**src/rtl/reg_file_wr_arbiter.sv**
```systemverilog
// reg_file_wr_arbiter
// Sole owner of the register-file write port. Two writeback requesters
// (A = ALU, B = load unit) share the port with round-robin fairness. A
// clear sequencer zeroes every register after reset or on request,
// because the register file itself has no reset. Writes to register 0
// are accepted but never reach the port.
module reg_file_wr_arbiter #(
  parameter int NUM_REGS       = 32,
  parameter int ADDR_W         = 5,
  parameter int DATA_W         = 32,
  parameter bit CLEAR_ON_RESET = 1'b1
) (
  input  logic              clk,
  input  logic              rst,
  input  logic              clear_req,
  output logic              busy,
  input  logic              a_valid,
  output logic              a_ready,
  input  logic [ADDR_W-1:0] a_rd,
  input  logic [DATA_W-1:0] a_data,
  input  logic              b_valid,
  output logic              b_ready,
  input  logic [ADDR_W-1:0] b_rd,
  input  logic [DATA_W-1:0] b_data,
  output logic              rf_wr_en,
  output logic [ADDR_W-1:0] rf_rd,
  output logic [DATA_W-1:0] rf_wr_data
);

  typedef enum logic {
    ST_CLEAR = 1'b0,
    ST_RUN   = 1'b1
  } state_t;

  localparam state_t            RESET_STATE = CLEAR_ON_RESET ? ST_CLEAR : ST_RUN;
  localparam logic [ADDR_W-1:0] LAST_IDX    = ADDR_W'(NUM_REGS - 1);
  localparam logic [ADDR_W-1:0] ZERO_IDX    = {ADDR_W{1'b0}};
  localparam logic [DATA_W-1:0] ZERO_DATA   = {DATA_W{1'b0}};

  state_t            state_q, state_d;
  logic [ADDR_W-1:0] idx_q, idx_d;
  logic              last_b_q, last_b_d;
  logic              wr_en_q, wr_en_d;
  logic [ADDR_W-1:0] rd_q, rd_d;
  logic [DATA_W-1:0] data_q, data_d;
  logic              acc_a_s;
  logic              acc_b_s;

  // Grant selection: readies depend only on state, clear_req, valids and last_b.
  always_comb begin
    a_ready = 1'b0;
    b_ready = 1'b0;
    if ((state_q == ST_RUN) && !clear_req) begin
      if (a_valid && b_valid) begin
        // Alternate under contention: B gets priority unless B won last time.
        if (last_b_q) begin
          a_ready = 1'b1;
        end else begin
          b_ready = 1'b1;
        end
      end else if (b_valid) begin
        b_ready = 1'b1;
      end else begin
        // Only A valid, or idle: A's ready is allowed high without a request.
        a_ready = 1'b1;
      end
    end else begin
      a_ready = 1'b0;
      b_ready = 1'b0;
    end
  end

  assign acc_a_s = a_valid & a_ready;
  assign acc_b_s = b_valid & b_ready;

  // Next-state, clear sequencing and write-port register inputs.
  always_comb begin
    state_d  = state_q;
    idx_d    = idx_q;
    last_b_d = last_b_q;
    wr_en_d  = 1'b0;
    rd_d     = rd_q;
    data_d   = data_q;
    case (state_q)
      ST_CLEAR: begin
        wr_en_d = 1'b1;
        rd_d    = idx_q;
        data_d  = ZERO_DATA;
        if (idx_q == LAST_IDX) begin
          state_d = ST_RUN;
          idx_d   = ZERO_IDX;
        end else begin
          idx_d = idx_q + ADDR_W'(1);
        end
      end
      ST_RUN: begin
        if (clear_req) begin
          state_d = ST_CLEAR;
          idx_d   = ZERO_IDX;
        end else if (acc_b_s) begin
          last_b_d = 1'b1;
          // Register 0 is hardwired: accept the handshake, suppress the write.
          if (b_rd != ZERO_IDX) begin
            wr_en_d = 1'b1;
            rd_d    = b_rd;
            data_d  = b_data;
          end else begin
            wr_en_d = 1'b0;
          end
        end else if (acc_a_s) begin
          last_b_d = 1'b0;
          if (a_rd != ZERO_IDX) begin
            wr_en_d = 1'b1;
            rd_d    = a_rd;
            data_d  = a_data;
          end else begin
            wr_en_d = 1'b0;
          end
        end else begin
          wr_en_d = 1'b0;
        end
      end
      default: begin
        state_d = RESET_STATE;
        idx_d   = ZERO_IDX;
      end
    endcase
  end

  // State, arbitration history and registered write port.
  always_ff @(posedge clk or negedge rst) begin
    if (!rst) begin
      state_q  <= RESET_STATE;
      idx_q    <= ZERO_IDX;
      last_b_q <= 1'b0;
      wr_en_q  <= 1'b0;
      rd_q     <= ZERO_IDX;
      data_q   <= ZERO_DATA;
    end else begin
      state_q  <= state_d;
      idx_q    <= idx_d;
      last_b_q <= last_b_d;
      wr_en_q  <= wr_en_d;
      rd_q     <= rd_d;
      data_q   <= data_d;
    end
  end

  assign busy       = (state_q == ST_CLEAR);
  assign rf_wr_en   = wr_en_q;
  assign rf_rd      = rd_q;
  assign rf_wr_data = data_q;

endmodule

```
**config.mk**
```make
export PLATFORM = sky130hd
export DESIGN_NAME = reg_file_wr_arbiter
export DESIGN_NICKNAME = d
export VERILOG_FILES = /design/src/rtl/reg_file_wr_arbiter.sv
export SDC_FILE = /design/constraint.sdc
export NUM_CORES = 1
export LEC_CHECK = 0
export ABC_AREA = 0
export CAP_MARGIN = 15
export CORE_UTILIZATION = 30
export DETAILED_ROUTE_END_ITERATION = 10
export PLACE_DENSITY = 0.72
export SETUP_SLACK_MARGIN = 0.1
export SKIP_LAST_GASP = 1
export SYNTH_ARGS = -nofsm -noshare
export SYNTH_HDL_FRONTEND = slang
export SYNTH_SLANG_ARGS = --single-unit
```
**constraint.sdc**
```tcl
create_clock -name clk -period 5.6 [get_ports clk]
set_input_delay 1.68 -clock clk [delete_from_list [all_inputs] [get_ports clk]]
set_output_delay 1.68 -clock clk [all_outputs]
set_load 0.02 [all_outputs]
```
==> metrics <==
run status completed; Clock Sinks 45; Clk Latency, worst-skew pair 0.29 ns; Leak 1.63 nW; Largest stage delay, worst path 0.62 ns; CTS Buffer Depth 2; fmax 200 MHz; most frequent CP cell clkdlybuf4s50_1; Worst Max-Slew Pin Slew 0.981 ns; WP buf/inv 2; Setup violations, final 0; Final HPWL DP 4.79 mm; Setup CP Type input port to output port; Primary FF master, synth dfrtp_1; Avg Vias per Cell 4.90; Post-synth EDFFs 0; DP Worst Slack 0.581 ns; syn_nets 330; worst IR drop on VDD 0.0900 mV; Final Max Tran Viols 0; global-route wire length before repair 11.1 mm; final wirelength 6.63 mm; starting DRC count in detailed routing 71; worst clock skew 0.00676 ns; IO buf count 119; critical path endpoint category output port; GRT Overall Usage 16.1%; Final nets 441; Fin. Hold Viols 0; Initial Util 31.3%; CTS clk-pin slew, worst paths 0.08 ns; WL/cell 14.3 um; ANT nets after route 0; total die area 0.00857 mm^2; Setup crit start kind input port; layout cells sized above 1 13.6%; mapped cell area 0.00246 mm^2; slowest cell on the critical path clkdlybuf4s50_1; top cell family by delay on the critical path buffers and inverters; core area 0.00785 mm^2; TritonCTS clock tree done; Final WS setup 0.597 ns; worst path cell trace clkdlybuf4s50_1, nand2b_1, nor2_2, clkdlybuf4s50_1; number of global-route vias before repair 2,289; via count 2,267; Ys Warns 0; pwr dens 269 mW/mm^2; number of distinct library cells after synthesis 31; Seq/Total Area, Yosys 45.8%; CTS Buf Count 5; first drt pass iteration count 4; met2 GRT Util 27.8%; Rel. slew slack 34.6%; Remaining DRCs 0; Critical Path Fanout Max 7; Arrival @ worst endpoint 3.32 ns; TNS Setup 0 ns; Hold Path Class register to register; RSZ-0062 raised after global routing false; die height 92.6 um; CP required 3.92 ns; Area Growth Syn to Fin 54.8%; Die X 92.6 um; H-tree Lvls 2; syn avg cell area 9.88 um^2; Max Cap Viol 0; hold_buf cts 0; total gr overflow 0; antenna cells 0; # Post-CTS Setup Buffers 0; post_cts resized 0; GR met3 Demand/Resource 4.52%; Core Rows 32; largest net degree at the start of global routing 46; antenna violations before repair 0; Most Crowded Layer GR met2; RePlAce Congestion 0.773; minimum clock period 5.00 ns; fin crit share 89.3%; cell count after synthesis 249; async set or reset register ratio after synthesis 100%; Root Driver clkbuf_8; IO Count 120; grt met1 use 20.1%; register bit total from synthesis 45
[worst paths after layout]
| check | start | endpoint | slack (ns) | depth (start not counted) |
|---|---|---|---|---|
| worst max-delay path | clear_req | b_ready | 0.60 | 4 |
| worst min-delay path | rf_wr_data[27] | rf_wr_data[27] | 0.51 | 1 |
| worst max register to register | state_q | rf_wr_data[12] | 2.59 | 6 |
| worst min register to register | rf_wr_data[27] | rf_wr_data[27] | 0.51 | 1 |
| max in group asynchronous | rst | rf_wr_data[10] | 3.44 | 1 |
| min in group asynchronous | rst | rf_rd[3] | 1.55 | 1 |
[flip-flops by register name, summed over array words and instances (netlist names)]
register,count
rf_wr_data,32
rf_rd,5
last_b_q,1
rf_wr_en,1
state_q,1
idx_q,5
[cell usage in the layout (no fill, tap or decap), types with 5 or more instances in the layout]
cell and instances:
clkdlybuf4s50_1 118, mux2i_1 5, nand2_1 34, nand3_1 33, inv_1 6, clkbuf_8 5
dfrtp_1 45, o21ai_0 39, mux2_2 18, a31oi_1 5, mux2_4 14
[report_power, final]
part | total (mW) | switching, mW | internal [mW]
combinational | 0.399 | 0.184 | 0.216
sequential | 0.436 | 0.0501 | 0.386
clock | 0.191 | 0.104 | 0.0866
total | 1.03 | 0.338 | 0.688
[cell type report]
type                    count  area [um^2]
fillers                   744         4040
multi-input cells         178         1230
repair buffers            123         1220
flip-flops and latches     45         1130
well taps                 102          128
clock buffers               6         72.6
inverters                   7         26.3
clock inverters             2         10.0
[worst register-to-register path: stages (launching register included)]
cell and delay, ns:
dfrtp_1 0.73, buf_4 0.41, nand2b_1 0.22, or3_1 0.41, o211a_2 0.48, buf_4 0.32
mux2_4 0.33
[per-layer routing]
| metal | wire (um) | part of all wire [%] |
|---|---|---|
| met5 | 0 | 0 |
| met4 | 27 | 0.41 |
| met3 | 447 | 6.7 |
| met2 | 3260 | 49 |
| met1 | 2890 | 44 |
[synthesized netlist by cell type (all sizes together) (2+ instances only)]
library cell | n | area, um^2
buf | 5 | 46.3
a31oi | 5 | 31.3
inv | 6 | 22.5
o211ai | 2 | 15.0
ha | 2 | 25.0
nand3 | 33 | 165
o21ai | 39 | 195
mux2i | 5 | 50.1
a22o | 4 | 35.0
nor2 | 4 | 15.0
nor2b | 2 | 12.5
dfrtp | 45 | 1130
nor4 | 2 | 12.5
nand2 | 34 | 128
o2bb2ai | 4 | 35.0
mux2 | 32 | 413
clkbuf | 14 | 52.6
[through the flow]
| stage | total power, mW | utilization (%) | hold WS [ns] | std cells | cell area [um^2] |
|---|---|---|---|---|---|
| final | 1.03 | 48.5 | 0.513 | 463 | 3810 |
| after global routing | 1.10 | 48.5 | 0.532 | 463 | 3810 |
| after CTS | 1.04 | 48.5 | 0.518 | 463 | 3810 |
| after detailed placement | 0.844 | 47.5 | 0.492 | 455 | 3730 |
| after global placement | 0.835 | 47.5 | 0.489 | 455 | 3730 |
| after floorplan | 0.657 | - | 0.481 | 249 | 2460 |
[kinds of logic (layout without fill, tap and decap cells)]
family	after synthesis	count (layout)	synth area share, %
compound gates	59	59	14.3
mux	37	37	18.8
simple gates	78	78	14.3
flops	45	45	45.8
xor+xnor	2	2	0.712
fa+ha+maj	2	2	1.02
buf+inv	26	138	5.09
No activity file was read; power rests on OpenSTA's default activity.
